**config.mk**
```make
export PLATFORM = sky130hd
export DESIGN_NAME = ex_stage_p
export DESIGN_NICKNAME = d
export VERILOG_FILES = /design/src/rtl/ex_stage_p.sv
export SDC_FILE = /design/constraint.sdc
export NUM_CORES = 1
export LEC_CHECK = 0
export CAP_MARGIN = 20
export CORE_UTILIZATION = 45
export DETAILED_ROUTE_END_ITERATION = 12
export PLACE_DENSITY = 0.67
export SETUP_SLACK_MARGIN = 0.1
export SLEW_MARGIN = 5
export SYNTH_ARGS = -nofsm -noshare
export SYNTH_HDL_FRONTEND = slang
export SYNTH_SLANG_ARGS = --single-unit
```
**constraint.sdc**
```tcl
create_clock -name clk -period 12.32 [get_ports clk]
set_input_delay 1.848 -clock clk [delete_from_list [all_inputs] [get_ports clk]]
set_output_delay 1.848 -clock clk [all_outputs]
set_load 0.03 [all_outputs]
```
**src/rtl/ex_stage_p.sv**
```systemverilog
// ex_stage_p: parametrised execute stage (ID/EX -> EX/MEM).
// Evaluates ALU result / branch target / branch condition, carries B and IR
// forward, with a valid/ready handshake on both sides and an iterative
// shift-add multiplier that holds off upstream while it runs.
//
// Ports:
//   clk, rst            clock, async active-high reset
//   flush               synchronous kill of in-flight and output instructions
//   in_valid/in_ready   upstream handshake
//   ir_i, npc_i, a_i, b_i, imm_i   instruction, PC+4, operands, immediate
//   out_valid/out_ready downstream handshake
//   cond_o, alu_o, b_o, ir_o, ovf_o  EX/MEM register contents
//   busy                multiplier FSM not idle
module ex_stage_p #(
  parameter int XLEN   = 32,
  parameter bit MUL_EN = 1'b1
) (
  input  logic            clk,
  input  logic            rst,
  input  logic            flush,
  input  logic            in_valid,
  output logic            in_ready,
  input  logic [31:0]     ir_i,
  input  logic [XLEN-1:0] npc_i,
  input  logic [XLEN-1:0] a_i,
  input  logic [XLEN-1:0] b_i,
  input  logic [XLEN-1:0] imm_i,
  output logic            out_valid,
  input  logic            out_ready,
  output logic            cond_o,
  output logic [XLEN-1:0] alu_o,
  output logic [XLEN-1:0] b_o,
  output logic [31:0]     ir_o,
  output logic            ovf_o,
  output logic            busy
);

  localparam int CW = $clog2(XLEN + 1);

  localparam logic [5:0] OP_R    = 6'h00;
  localparam logic [5:0] OP_BEQ  = 6'h04;
  localparam logic [5:0] OP_BNE  = 6'h05;
  localparam logic [5:0] OP_ADDI = 6'h08;
  localparam logic [5:0] OP_ANDI = 6'h0C;
  localparam logic [5:0] OP_ORI  = 6'h0D;
  localparam logic [5:0] OP_LW   = 6'h23;
  localparam logic [5:0] OP_SW   = 6'h2B;

  localparam logic [5:0] FN_MULT = 6'h18;
  localparam logic [5:0] FN_ADD  = 6'h20;
  localparam logic [5:0] FN_SUB  = 6'h22;
  localparam logic [5:0] FN_AND  = 6'h24;
  localparam logic [5:0] FN_OR   = 6'h25;
  localparam logic [5:0] FN_XOR  = 6'h26;
  localparam logic [5:0] FN_SLT  = 6'h2A;

  typedef enum logic [1:0] {S_IDLE, S_MUL, S_WB} state_t;

  state_t state, state_nx;

  logic [5:0]      op, funct;
  logic [XLEN-1:0] sum_ab, dif_ab, sum_ai, br_tgt;
  logic            ovf_add, ovf_sub, ovf_addi, slt_lt;
  logic [XLEN-1:0] res;
  logic            res_cond, res_ovf, is_mult;

  logic            out_free, accept, mul_start, load_sc, wb_done, mul_last;

  logic [XLEN-1:0] mcand, mplier, acc, m_b;
  logic [31:0]     m_ir;
  logic [CW-1:0]   cnt;

  // ---------------------------------------------------------------- decode
  assign op     = ir_i[31:26];
  assign funct  = ir_i[5:0];
  assign sum_ab = a_i + b_i;
  assign dif_ab = a_i - b_i;
  assign sum_ai = a_i + imm_i;
  assign br_tgt = npc_i + (imm_i << 2);
  assign slt_lt = $signed(a_i) < $signed(b_i);

  // Signed overflow: operands agree in sign (add) or differ (sub) and the
  // result sign departs from A.
  assign ovf_add  = (a_i[XLEN-1] == b_i[XLEN-1])   & (sum_ab[XLEN-1] != a_i[XLEN-1]);
  assign ovf_sub  = (a_i[XLEN-1] != b_i[XLEN-1])   & (dif_ab[XLEN-1] != a_i[XLEN-1]);
  assign ovf_addi = (a_i[XLEN-1] == imm_i[XLEN-1]) & (sum_ai[XLEN-1] != a_i[XLEN-1]);

  always_comb begin
    res      = '0;
    res_cond = 1'b0;
    res_ovf  = 1'b0;
    is_mult  = 1'b0;
    unique case (op)
      OP_R: begin
        unique case (funct)
          FN_ADD:  begin res = sum_ab; res_ovf = ovf_add; end
          FN_SUB:  begin res = dif_ab; res_ovf = ovf_sub; end
          FN_AND:  res = a_i & b_i;
          FN_OR:   res = a_i | b_i;
          FN_XOR:  res = a_i ^ b_i;
          FN_SLT:  res = {{(XLEN-1){1'b0}}, slt_lt};
          FN_MULT: is_mult = MUL_EN;
          default: ;
        endcase
      end
      OP_ADDI:       begin res = sum_ai; res_ovf = ovf_addi; end
      OP_ANDI:       res = a_i & imm_i;
      OP_ORI:        res = a_i | imm_i;
      OP_LW, OP_SW:  res = sum_ai;
      OP_BEQ:        begin res = br_tgt; res_cond = (a_i == b_i); end
      OP_BNE:        begin res = br_tgt; res_cond = (a_i != b_i); end
      default: ;
    endcase
  end

  // ------------------------------------------------------------ handshake
  assign out_free  = !out_valid | out_ready;
  assign in_ready  = (state == S_IDLE) & out_free & !flush;
  assign accept    = in_valid & in_ready;
  assign mul_start = accept & is_mult;
  assign load_sc   = accept & !is_mult;
  assign wb_done   = (state == S_WB) & out_free & !flush;
  assign mul_last  = (cnt == CW'(1));
  assign busy      = (state != S_IDLE);

  // ------------------------------------------------------------------ FSM
  always_ff @(posedge clk or posedge rst) begin
    if (rst) state <= S_IDLE;
    else     state <= state_nx;
  end

  always_comb begin
    state_nx = state;
    unique case (state)
      S_IDLE:  if (mul_start) state_nx = S_MUL;
      S_MUL:   if (mul_last)  state_nx = S_WB;
      S_WB:    if (wb_done)   state_nx = S_IDLE;
      default: state_nx = S_IDLE;
    endcase
    if (flush) state_nx = S_IDLE;
  end

  // ----------------------------------------------------------- multiplier
  // Shift-add over XLEN cycles; only the low XLEN product bits are kept, so
  // the multiplicand can shift within XLEN bits.
  if (MUL_EN) begin : g_mul
    always_ff @(posedge clk or posedge rst) begin
      if (rst) begin
        mcand  <= '0;
        mplier <= '0;
        acc    <= '0;
        cnt    <= '0;
        m_ir   <= '0;
        m_b    <= '0;
      end else if (mul_start) begin
        mcand  <= a_i;
        mplier <= b_i;
        acc    <= '0;
        cnt    <= CW'(XLEN);
        m_ir   <= ir_i;
        m_b    <= b_i;
      end else if (state == S_MUL) begin
        if (mplier[0]) acc <= acc + mcand;
        mcand  <= mcand << 1;
        mplier <= mplier >> 1;
        cnt    <= cnt - CW'(1);
      end
    end
  end else begin : g_nomul
    assign mcand  = '0;
    assign mplier = '0;
    assign acc    = '0;
    assign cnt    = '0;
    assign m_ir   = '0;
    assign m_b    = '0;
  end

  // ------------------------------------------------------ output register
  always_ff @(posedge clk or posedge rst) begin
    if (rst) begin
      out_valid <= 1'b0;
      cond_o    <= 1'b0;
      alu_o     <= '0;
      b_o       <= '0;
      ir_o      <= '0;
      ovf_o     <= 1'b0;
    end else if (flush) begin
      out_valid <= 1'b0;
    end else if (load_sc) begin
      out_valid <= 1'b1;
      cond_o    <= res_cond;
      alu_o     <= res;
      b_o       <= b_i;
      ir_o      <= ir_i;
      ovf_o     <= res_ovf;
    end else if (wb_done) begin
      out_valid <= 1'b1;
      cond_o    <= 1'b0;
      alu_o     <= acc;
      b_o       <= m_b;
      ir_o      <= m_ir;
      ovf_o     <= 1'b0;
    end else if (out_ready) begin
      out_valid <= 1'b0;
    end
  end

endmodule

```
== Word level (Yosys, flattened, before mapping) ==
Index checks and enable logic that the tools add are counted.

* Bits in read-only memories: 0
* RAM bits: 0
* Memories: 0
* Latch bits: 0
* Output and inout bits: 101
* Bits of input ports: 165
* Bits in registers: 267

* Multipliers: 0
* Multiplexer cells: 34
* Reduce and logical (&&, ||, !) cells: 15
* Add/subtract/negate cells: 6
* Shifts and indexed selects: 0
* Equality and inequality tests: 28
* Div/mod/pow operators: 0
* Bitwise gates (word level): 17
* $lt $le $gt $ge: 1

{| class="wikitable"
|+ Operator list
! cell !! number
|-
| $mux 32 || 13
|-
| $pmux 32 s6 || 1
|-
| $pmux 32 s5 || 1
|-
| $add 32x32->32 || 4
|-
| $and 32x32->32 || 2
|-
| $or 32x32->32 || 2
|-
| $eq 6x6->1 const B || 8
|-
| $eq 32x32->1 || 1
|-
| $lt 32x32->1 || 1
|-
| $ne 32x32->1 || 1
|-
| $sub 32x32->32 || 1
|-
| $xor 32x32->32 || 1
|-
| $eq 6x4->1 const B || 3
|-
| $eq 6x3->1 const B || 2
|-
| $mux 6 || 2
|-
| $and 1x1->1 || 10
|-
| $mux 1 || 9
|-
| $ne 3x3->1 const B || 3
|-
| $mux 2 || 4
|-
| $reduce_bool 2->1 || 4
|-
| $eq 6x1->1 const B || 1
|-
| $eq 6x5->1 const B || 1
|-
| $logic_not 6->1 || 1
|-
| $pmux 1 s2 || 3
|-
| 15 further kinds || 22
|}

== Longest topological paths before layout ==
* Word-level depth: 9
* Gate-level depth with buffers: 14
* Mapped depth without buffers: 14

== Worst setup path after synthesis ==
Ideal clock, no wire load.

* Path type: in2reg
* From: in a_i[0]
* To: reg alu_o[16]
* Arrival time: 4.702 ns
* Slack: 7.479 ns
* Buffers on the path: 0
* Library setup time: 0.139 ns
* Cell stages on the path: 14
* Path through: inv_1 -> ha_1 -> inv_1 -> fa_1 -> nor3b_1 -> or3_4 -> a31o_1 -> o41ai_4 -> o21ai_2 -> a311oi_2 -> xnor2_1 -> o221ai_1 -> a221oi_1 -> a211oi_2

* Longest elaborated chain between the ends: 4

{| class="wikitable"
|+ Ends and longest elaborated chain
! element !! RTL line !! RTL
|-
| from (decl) || 25 || <nowiki>input logic [XLEN-1:0] a_i,</nowiki>
|-
| $sub 32x32->32 / $add 32x32->32 (equally long branches) || 77, 76 ||
|-
| $pmux 32 s6 || 95 || <nowiki>unique case (funct)</nowiki>
|-
| $pmux 32 s5 (*) || 93 || <nowiki>unique case (op)</nowiki>
|-
| $mux 32 (*) || 189 || <nowiki>end else if (load_sc) begin</nowiki>
|-
| to (signal assigned) || 192 || <nowiki>alu_o <= res;</nowiki>
|-
| to (decl) || 31 || <nowiki>output logic [XLEN-1:0] alu_o,</nowiki>
|}

Mark *: on every way between the ends. The rest lies on a longest branch, timed or not.
A chain may end at the register's enable or synchronous reset.

== Final worst setup path ==
* From: in flush
* To: out in_ready

* Longest elaborated chain between the ends: 2

{| class="wikitable"
|+ Ends and longest elaborated chain
! element !! RTL line !! RTL
|-
| from (decl) || 20 || <nowiki>input logic flush,</nowiki>
|-
| $logic_not 1->1 || 118 || <nowiki>assign in_ready = (state == S_IDLE) & out_free & !flush;</nowiki>
|-
| $and 1x1->1 || 118 ||
|-
| to (decl) || 22 || <nowiki>output logic in_ready,</nowiki>
|}

Every way passes these cells.

==> impl_metrics.env <==
export IMPL_max_slew_margin_rel=0.2765
export IMPL_placedInstanceArea_um2=25620
export IMPL_synthesis_area_um2=22420
export IMPL_initial_util=0.4571
export IMPL_antenna_cells_inserted=0
export IMPL_design_die_area_um2=50720
export IMPL_worstHoldPathType="reg -> reg"
export IMPL_max_stage_delay_ns=0.80
export IMPL_timing_hold_violations_final=0
export IMPL_ir_drop_v=0.0001018
export IMPL_post_route_util=0.5461
export IMPL_clkSlewWorstSetupHoldPaths_ns=0.06
export IMPL_cp_data_arrival_time_ns=3.83
export IMPL_worst_ep_required_time_ns=10.47
export IMPL_yosysSeqAreaShare=0.2980
export IMPL_worstPathCellList="clkdlybuf4s50_1, nor4_1, clkdlybuf4s50_1"
export IMPL_final_cell_count_no_fill=3747
export IMPL_placementRows=81
export IMPL_reg2reg_slack_ns=8.74
export IMPL_share_of_cells_above_drive_strength_1=0.04346
export IMPL_synthArstFlopShare=1.000
export IMPL_slew_viols_final=0
export IMPL_gpl_final_weighted_congestion=1.032
export IMPL_drv_cap=0
export IMPL_clock_sinks=267
export IMPL_cts_resized=0
export IMPL_critPathMaxFanout=5
export IMPL_routed_wire_length_per_instance_um=25.68
export IMPL_postSynthNetCount=3289
export IMPL_synth_seq_cells=267
export IMPL_max_freq_ghz=0.1761
export IMPL_grt_pass1_vias=22410
export IMPL_ys_warn_count=0
export IMPL_cts_made_buffers=34
export IMPL_dieHeight_um=225.2
export IMPL_number_of_post_cts_setup_repair_buffers=0
export IMPL_core_area_um2=49050
export IMPL_setup_worst_path_end_class="output port"
export IMPL_design_final_nets=3463
export IMPL_worst_clock_skew_ns=0.01819
export IMPL_detailed_place_hpwl_um=72200
export IMPL_power_density_nw_per_um2=117.8
export IMPL_largest_net_degree_at_the_start_of_global_routing=130
export IMPL_io_pins=266
export IMPL_static_leakage_power_nw=12.08
export IMPL_postRouteWirelength_um=96220
export IMPL_clock_tree_from_tritoncts="yes"
export IMPL_number_of_routed_nets_with_antenna_violations=0
export IMPL_synthToLayoutAreaGrowth_pct=19.47
export IMPL_fin_area_um2=26790
export IMPL_wire_length_of_the_first_global_routing_pass_um=142900
export IMPL_drt_pre_antenna_iters=8
export IMPL_startpoint_type="primary input"
export IMPL_drt_vias_per_instance=6.292
export IMPL_post_route_clock_period_utilization=0.4609
export IMPL_total_global_routing_track_utilization=0.3755
export IMPL_grt_ovfl_total=0
export IMPL_grt_antenna_before_repair=1
export IMPL_drt_iter0_drc=3013
export IMPL_setup_violations=0
export IMPL_grt_setup_unrepaired="no"
export IMPL_cts_htree_levels=2
export IMPL_final_period_minus_worst_setup_slack_ns=5.679
export IMPL_finalSetupTns_ns=0
export IMPL_cts_hold_buffers=0
export IMPL_synth_lib_cells_used_distinct=84
export IMPL_critical_path_class="in -> out"
export IMPL_crit_path_frequent_cell="sky130_fd_sc_hd__clkdlybuf4s50_1"
export IMPL_worstSkewPairLatency_ns=0.57
export IMPL_synth_avg_cell_area_um2=7.767
export IMPL_routed_via_count=23580
export IMPL_status="finished, final reports clean"
export IMPL_clock_tree_buffer_depth=3
export IMPL_drc=0
export IMPL_timing_critical_path_slowest_stage_cell="sky130_fd_sc_hd__clkdlybuf4s50_1"
export IMPL_die_w_um=225.2
export IMPL_place_port_buffers=265
export IMPL_synthesis_instances=2887
export IMPL_synth_edf_count=0
export IMPL_root_buffer="sky130_fd_sc_hd__clkbuf_16"
export IMPL_tightest_pin_transition_ns=1.085
export IMPL_dp_cells=3687
export IMPL_ys_dominant_reg_cell="sky130_fd_sc_hd__dfrtp_1"
[cell families (layout without fill, tap and decap cells)]
group                      Yosys count  in the layout  synth area share
and+or+nand+nor                   1053           1053            0.2074
AOI/OAI and AO/OA                  878            878            0.2523
buffers and inverters              320            516           0.05407
DFF                                267            267            0.2980
adders and majority gates          237            237            0.1339
xor gates and xnor gates            86             86           0.03359
muxes                               46             46           0.02081
[flip-flops by register name (all words and copies together), names as in the netlist]
name       count
ir_o          32
cnt            6
cond_o         1
mcand         32
out_valid      1
alu_o         32
b_o           32
state          2
acc           32
m_ir          32
ovf_o          1
m_b           32
mplier        32
[metal layers]
layer  share of wire  GRT usage  up-vias
met1            0.43     0.5227    11580
met4           0.038     0.1361        2
met3           0.098    0.08462      176
met5         0.00014          0        -
met2            0.43     0.5667     1220
li1                -          -    10600
[where the power goes]
group / internal [mW] / switching (mW) / total, mW
clock: 0.586 / 0.435 / 1.02
combinational: 0.430 / 0.678 / 1.11
sequential: 0.956 / 0.0719 / 1.03
total: 1.97 / 1.18 / 3.16
[cell usage after synthesis, types with 6 or more instances]
library cell | count | area (um^2)
sky130_fd_sc_hd__o211ai_1 | 28 | 210.2
sky130_fd_sc_hd__a31o_2 | 7 | 61.31
sky130_fd_sc_hd__nand3b_1 | 7 | 52.55
sky130_fd_sc_hd__or3_1 | 14 | 87.58
sky130_fd_sc_hd__o22ai_1 | 16 | 100.1
sky130_fd_sc_hd__a221o_1 | 12 | 120.1
sky130_fd_sc_hd__xor2_1 | 27 | 236.5
sky130_fd_sc_hd__o21bai_1 | 30 | 225.2
sky130_fd_sc_hd__nor3b_1 | 6 | 45.04
sky130_fd_sc_hd__o21a_1 | 18 | 135.1
sky130_fd_sc_hd__nor2b_1 | 24 | 150.1
sky130_fd_sc_hd__inv_1 | 160 | 600.6
sky130_fd_sc_hd__xnor2_1 | 59 | 516.8
sky130_fd_sc_hd__nand3_1 | 79 | 395.4
sky130_fd_sc_hd__o221ai_1 | 15 | 131.4
sky130_fd_sc_hd__and3_1 | 43 | 269.0
sky130_fd_sc_hd__clkbuf_1 | 138 | 518.0
sky130_fd_sc_hd__or2_2 | 6 | 37.54
sky130_fd_sc_hd__a22oi_1 | 9 | 67.56
sky130_fd_sc_hd__o21ai_0 | 215 | 1076
sky130_fd_sc_hd__o2111ai_1 | 11 | 96.34
sky130_fd_sc_hd__ha_1 | 232 | 2903
sky130_fd_sc_hd__nand2_1 | 482 | 1809
sky130_fd_sc_hd__nor3_1 | 35 | 175.2
sky130_fd_sc_hd__nor4_1 | 13 | 81.33
sky130_fd_sc_hd__nand4_1 | 15 | 93.84
sky130_fd_sc_hd__buf_1 | 15 | 56.30
sky130_fd_sc_hd__o31a_1 | 6 | 52.55
sky130_fd_sc_hd__nand2b_1 | 26 | 162.7
sky130_fd_sc_hd__and2_1 | 20 | 125.1
sky130_fd_sc_hd__a31oi_1 | 97 | 606.8
sky130_fd_sc_hd__a211o_1 | 7 | 61.31
sky130_fd_sc_hd__a21o_1 | 41 | 307.8
sky130_fd_sc_hd__mux2i_1 | 41 | 410.4
sky130_fd_sc_hd__dfrtp_1 | 267 | 6681
sky130_fd_sc_hd__nor2_1 | 264 | 991.0
sky130_fd_sc_hd__o31ai_1 | 18 | 135.1
sky130_fd_sc_hd__a21oi_1 | 214 | 1071
sky130_fd_sc_hd__a211oi_1 | 27 | 202.7
sky130_fd_sc_hd__a221oi_1 | 43 | 376.6
[worst paths after layout]
check                               from         to  cells past startpoint
worst max register to register  state[1]  alu_o[10]                     10
worst min register to register  m_ir[16]   m_ir[16]                      2
min in group asynchronous            rst    b_o[20]                      2
worst max-delay path               flush   in_ready                      3
max in group asynchronous            rst  mcand[10]                      3
worst min-delay path            m_ir[16]   m_ir[16]                      2
[critical path: cells and delay by family]
| kind | cells | cell delay (ns) |
|---|---|---|
| buf+inv | 2 | 1.29 |
| simple gates | 1 | 0.69 |
[layout by cell type (no fill, tap or decap), types with 34 or more instances in the layout]
master,count
sky130_fd_sc_hd__a21o_1,41
sky130_fd_sc_hd__a21oi_1,214
sky130_fd_sc_hd__a221oi_1,43
sky130_fd_sc_hd__a31oi_1,97
sky130_fd_sc_hd__and3_1,42
sky130_fd_sc_hd__clkbuf_16,34
sky130_fd_sc_hd__clkdlybuf4s50_1,265
sky130_fd_sc_hd__dfrtp_1,267
sky130_fd_sc_hd__ha_1,232
sky130_fd_sc_hd__inv_1,159
sky130_fd_sc_hd__mux2i_1,41
sky130_fd_sc_hd__nand2_1,481
sky130_fd_sc_hd__nand3_1,77
sky130_fd_sc_hd__nor2_1,260
sky130_fd_sc_hd__o21ai_0,215
sky130_fd_sc_hd__xnor2_1,59
[layout make-up]
type                    count  area, um^2
clock inverters            13       172.7
flip-flops and latches    267        6681
multi-input cells        2300       14610
well taps                 664       830.8
repair buffers            298        2940
fillers                  4668       22260
inverters                 160       608.1
clock buffers              45       942.2
[through the flow]
step | hold WS [ns] | total power, mW | setup slack [ns]
after global routing | 0.4849 | 3.286 | 6.510
after detailed placement | 0.4523 | 2.113 | 5.952
after CTS | 0.4692 | 3.141 | 6.533
after floorplan | 0.4346 | 1.698 | 3.118
after global placement | 0.4492 | 2.105 | 6.016
final | 0.4669 | 3.157 | 6.641
(Power assumes the default switching activity.)
